**src/rtl/cpu_pkg.sv**
```systemverilog
// Shared CPU datapath types: register index and data word widths, plus the
// hard-wired zero register index used by decode, write-back and the register file.
package cpu_pkg;
    localparam int DATA_W = 32;
    localparam int ADDR_W = 5;

    typedef logic [ADDR_W-1:0] regaddr_t;
    typedef logic [DATA_W-1:0] word_t;

    localparam regaddr_t REG_ZERO = 5'd0;
endpackage

```
**src/rtl/sb_counter.sv**
```systemverilog
// Per-register scoreboard counter: counts writes that have been issued but not
// yet written back. Saturates at both ends and flags the offending event.
module sb_counter #(
    parameter int CNT_W = 2
) (
    input  logic             clk,
    input  logic             rst_n,
    input  logic             i_inc,
    input  logic             i_dec,
    output logic [CNT_W-1:0] o_cnt,
    output logic             o_err
);
    localparam logic [CNT_W-1:0] CNT_MAX = '1;

    logic [CNT_W-1:0] r_cnt;
    logic             r_err;

    // Count reservations up and write-backs down; a simultaneous pair cancels
    // out (the write retires the older reservation). Overflow holds at max,
    // underflow holds at zero; either one latches the sticky error.
    always_ff @(posedge clk or negedge rst_n) begin
        if (!rst_n) begin
            r_cnt <= '0;
            r_err <= 1'b0;
        end else if (i_inc && !i_dec) begin
            if (r_cnt == CNT_MAX) begin
                r_err <= 1'b1;
            end else begin
                r_cnt <= r_cnt + 1'b1;
            end
        end else if (i_dec && !i_inc) begin
            if (r_cnt == '0) begin
                r_err <= 1'b1;
            end else begin
                r_cnt <= r_cnt - 1'b1;
            end
        end
    end

    assign o_cnt = r_cnt;
    assign o_err = r_err;
endmodule

```
**src/rtl/reg_file_sb.sv**
```systemverilog
// 32-entry register file with write-through read bypass and a per-register
// pending-write scoreboard. Decode reads two operands with busy flags; issue
// reserves a destination; write-back commits data and releases the reservation.
module reg_file_sb #(
    parameter int DATA_W = cpu_pkg::DATA_W,
    parameter int ADDR_W = cpu_pkg::ADDR_W,
    parameter int CNT_W  = 2
) (
    input  logic              clk,
    input  logic              rst_n,
    input  logic [ADDR_W-1:0] ra1,
    input  logic [ADDR_W-1:0] ra2,
    output logic [DATA_W-1:0] rd1,
    output logic [DATA_W-1:0] rd2,
    output logic              busy1,
    output logic              busy2,
    input  logic              rsv_en,
    input  logic [ADDR_W-1:0] rsv_addr,
    input  logic              we,
    input  logic [ADDR_W-1:0] wa,
    input  logic [DATA_W-1:0] wd,
    output logic              err
);
    import cpu_pkg::*;

    localparam int NREG = 2 ** ADDR_W;

    // Register 0 is hard-wired: writes and reservations aimed at it are dropped
    // here so neither the array nor the scoreboard ever sees them.
    logic w_wr;
    logic w_rsv;
    assign w_wr  = we && (wa != REG_ZERO);
    assign w_rsv = rsv_en && (rsv_addr != REG_ZERO);

    logic [DATA_W-1:0] r_regs [1:NREG-1];
    logic [DATA_W-1:0] w_regs [NREG];
    logic [CNT_W-1:0]  w_cnt  [NREG];
    logic [NREG-1:0]   w_err;

    assign w_regs[0] = '0;
    assign w_cnt[0]  = '0;
    assign w_err[0]  = 1'b0;

    genvar gi;
    generate
        for (gi = 1; gi < NREG; gi++) begin : g_reg
            // Commit write-back data; cleared on reset, so a write in the
            // reset cycle is lost.
            always_ff @(posedge clk or negedge rst_n) begin
                if (!rst_n) begin
                    r_regs[gi] <= '0;
                end else if (w_wr && (wa == ADDR_W'(gi))) begin
                    r_regs[gi] <= wd;
                end
            end

            assign w_regs[gi] = r_regs[gi];

            sb_counter #(
                .CNT_W (CNT_W)
            ) u_sb_counter (
                .clk   (clk),
                .rst_n (rst_n),
                .i_inc (w_rsv && (rsv_addr == ADDR_W'(gi))),
                .i_dec (w_wr && (wa == ADDR_W'(gi))),
                .o_cnt (w_cnt[gi]),
                .o_err (w_err[gi])
            );
        end
    endgenerate

    // Operand read with same-cycle forwarding of the write-back data; w_wr
    // already excludes register 0, so r0 always reads as zero.
    always_comb begin
        rd1 = w_regs[ra1];
        rd2 = w_regs[ra2];
        if (w_wr && (wa == ra1)) begin
            rd1 = wd;
        end
        if (w_wr && (wa == ra2)) begin
            rd2 = wd;
        end
    end

    // Busy while writes are outstanding, except when the last one is being
    // written back this very cycle. Same-cycle reservations show up next cycle.
    always_comb begin
        busy1 = (w_cnt[ra1] != '0) &&
                !(we && (wa == ra1) && (w_cnt[ra1] == CNT_W'(1)));
        busy2 = (w_cnt[ra2] != '0) &&
                !(we && (wa == ra2) && (w_cnt[ra2] == CNT_W'(1)));
    end

    assign err = |w_err;
endmodule

```
**config.mk**
```make
export PLATFORM = sky130hd
export DESIGN_NAME = reg_file_sb
export DESIGN_NICKNAME = d
export VERILOG_FILES = /design/src/rtl/cpu_pkg.sv /design/src/rtl/sb_counter.sv /design/src/rtl/reg_file_sb.sv
export SDC_FILE = /design/constraint.sdc
export NUM_CORES = 2
export LEC_CHECK = 0
export CAP_MARGIN = 10
export CORE_UTILIZATION = 63
export DETAILED_ROUTE_END_ITERATION = 12
export HOLD_SLACK_MARGIN = 0.06
export PLACE_DENSITY = 0.89
export SLEW_MARGIN = 20
export SYNTH_ARGS = -nofsm -noshare
export SYNTH_HDL_FRONTEND = slang
export SYNTH_SLANG_ARGS = --single-unit
export TNS_END_PERCENT = 30
```
**constraint.sdc**
```tcl
create_clock -name clk -period 4 [get_ports clk]
set_input_delay 0.8 -clock clk [delete_from_list [all_inputs] [get_ports clk]]
set_output_delay 0.8 -clock clk [all_outputs]
set_load 0.02 [all_outputs]
```
==> impl_metrics.json <==
{
  "grt_pass1_wl_microns": 290000,
  "synth_seq_cells": 1085,
  "worst_slew_pin_slew_ns": 0.860,
  "place_inst": 5552,
  "cp.required_ns": 3.20,
  "routedWlPerCell_microns": 33.4,
  "path_delay_family": "buffers and inverters",
  "avgSynthCellArea_sq_um": 14.4,
  "track_usage": 0.403,
  "min_period_over_period": 1.02,
  "path_clk_slew_ns": 0.06,
  "nets": 4519,
  "hold_viol": 0,
  "place_hpwl_microns": 115000,
  "cpMaxStageDelayCell": "clkdlybuf4s50_1",
  "grt_pass1_vias": 46000,
  "final_util": 0.729,
  "syn-cell-area_sq_um": 60200,
  "synth-seq-area-share": 0.451,
  "end_kind": "output pin",
  "die_x_microns": 311,
  "ant_nets": 0,
  "setup_slack_ns": -0.0851,
  "max_stage_delay_ns": 0.48,
  "cts_hold_buf": 0,
  "htreeDepth": 3,
  "synth_flop_cell": "dfrtp_1",
  "dieHeight_microns": 311,
  "drt-initial-drc-count": 5652,
  "insertion_delay_ns": 0.71,
  "clk_path_buf_depth": 3,
  "syn_nets": 4302,
  "vias": 43400,
  "fin_cells": 5759,
  "final_cell_area_sq_um": 69100,
  "path_buf_inv": 3,
  "rr_worst_depth": 3,
  "grt_max_degree": 129,
  "drive_gt1_frac": 0.469,
  "path_cells": "clkdlybuf4s50_1 > or2_1 > or3_1 > nor4b_4 > buf_4 > a221oi_1 > a22o_1 > dlygate4sd2_1",
  "num_rows": 113,
  "status": "complete, but fails checks",
  "reg2reg_to": "g_reg[9].u_sb_counter.o_cnt[0]",
  "root_buffer": "clkbuf_16",
  "regToRegStartpoint": "g_reg[9].u_sb_counter.o_cnt[0]",
  "yosys_warnings": 0,
  "areaGrowthSynthToFinish_pct": 14.8,
  "slew_violations": 0,
  "period_minus_slack_ns": 4.09,
  "slew_headroom": 0.426,
  "gp_congestion": 0.955,
  "die-area_sq_um": 96800,
  "syn_inst": 4184,
  "drc_errors": 0,
  "synthArstFlopShare": 1.00,
  "clock-sinks": 1085,
  "violations": "setup timing",
  "setup_viol": 1,
  "hp-class": "input port to async pin",
  "drt_pass1_iterations": 8,
  "routed_via_density": 7.54,
  "ir_worst_vdd_mv": 0.378,
  "cts_made_buffers": 110,
  "grt_setup_unrepaired": "true",
  "synth_cell_types": 56,
  "ff2ff_setup_slack_ns": 2.70,
  "core_sq_um": 94900,
  "drv_cap": 0,
  "grt_overflow": 0,
  "critPathLaunchType": "input port",
  "fill_cells": 5219,
  "power.leakage_uw": 0.0304,
  "fin_worst_skew_ns": 0.0112,
  "antenna_found_initial": 6,
  "ios": 123,
  "placedInstanceArea_sq_um": 65400,
  "p_per_area_nw_per_um2": 474,
  "clock.fmax_mhz": 245,
  "synth_edf_count": 0,
  "power.total_uw": 32800,
  "wirelength_microns": 192000,
  "path_class": "input port to output pin",
  "arrival_ns": 3.29,
  "hold_ws_ns": 0.0911,
  "cts_tree": "built",
  "port_buffers": 122,
  "cp_max_fo": 4,
  "start_util": 0.635
}
## per-layer routing
metal | share of wire | vias to the layer above | wire length, microns | track usage
met5 | 0.00026 | - | 50 | 0
met2 | 0.45 | 3566 | 87200 | 0.601
met1 | 0.32 | 22100 | 62500 | 0.485
met3 | 0.12 | 1276 | 23900 | 0.126
met4 | 0.097 | 6 | 18700 | 0.327
li1 | - | 16500 | - | -
## placed cells by master, fill, tap and decap left out, drive strengths merged, types with 29 or more instances in the layout
master and instances:
a22oi 30, mux4 536, inv 99, nor2b 53
a211oi 29, a21oi 37, dfrtp 1085, nor2 77
nand2 147, clkdlybuf4s50 42, a22o 35, o21ai 167
dlygate4sd2 35, ha 62, a221oi 36, mux2i 107
buf 412, mux2 1062, clkbuf 184
## cell usage after synthesis (30+ instances only)
cell type | n | area [sq um]
dfrtp_1 | 1085 | 27200
mux2_2 | 915 | 10300
mux4_2 | 536 | 12100
clkbuf_1 | 211 | 792
buf_2 | 149 | 746
mux2_1 | 147 | 1660
nand2_1 | 147 | 552
mux2i_1 | 107 | 1070
o21ai_0 | 101 | 505
inv_1 | 95 | 357
nor2_1 | 74 | 278
o21ai_1 | 66 | 330
ha_1 | 62 | 776
nor2b_1 | 53 | 332
a21oi_1 | 37 | 185
a221oi_1 | 36 | 315
a22o_1 | 35 | 307
a22oi_1 | 30 | 225
## flip-flops by register name, indices dropped and copies added, names as in the netlist
| name | count |
|---|---|
| g.u_sb_counter.o_cnt | 62 |
| r_regs | 992 |
| g.u_sb_counter.o_err | 31 |
## stage by stage
stage | TNS, ns | setup slack [ns]
5_1_grt | -0.0674 | -0.0456
4_1_cts | 0 | 0.00976
3_3_place_gp | -24.45 | -0.602
6_report | -0.0851 | -0.0851
3_5_place_dp | -26.90 | -0.569
2_1_floorplan | 0 | 0.410
## worst max-delay path by stage
stage | from | endpoint | slack, ns | depth (start not counted)
after detailed placement | wa[1] | rd1[0] | -0.57 | 11
final | wa[2] | rd1[30] | -0.09 | 8
after global placement | wa[0] | rd1[0] | -0.60 | 11
after global routing | wa[2] | rd1[15] | -0.05 | 10
after floorplan | ra1[2] | rd1[31] | 0.41 | 8
after CTS | wa[2] | rd1[3] | 0.01 | 11
## report_power, final
part           internal [uW]  leakage, uW  switching, uW
clock                   6200      0.00183           4540
sequential             13000       0.0139           1770
combinational           4230       0.0147           2990
total                  23500       0.0304           9300
## area by class of cell
cell class,instances,area [sq um],area share
clock buffers,165,3260,0.0471
clock inverters,39,465,0.00673
multi-input cells,2591,31000,0.449
inverters,96,365,0.00529
repair buffers,517,5250,0.0760
flip-flops and latches,1085,27200,0.393
diodes,1,2.50,0.0000362
well taps,1265,1580,0.0229
## cell families (layout without fill, tap and decap cells)
group / after synthesis / count (layout) / share of synthesized area
AND/OR/NAND/NOR: 383 / 383 / 0.0314
XOR/XNOR: 10 / 10 / 0.00145
flip-flops: 1085 / 1085 / 0.451
AO/OA/AOI/OAI: 429 / 429 / 0.0484
other: 0 / 1 / 0
buffers and inverters: 508 / 817 / 0.0379
multiplexers: 1705 / 1705 / 0.417
adder cells (fa/ha/maj): 64 / 64 / 0.0132
## repair_timing
item                                    in CTS  in global routing
endpoints found under the setup margin      66                 32
gates resized for setup                     97                 54
pin swaps                                    1                  3
buffers inserted                             2                  0
No activity file was read; power rests on OpenSTA's default activity.
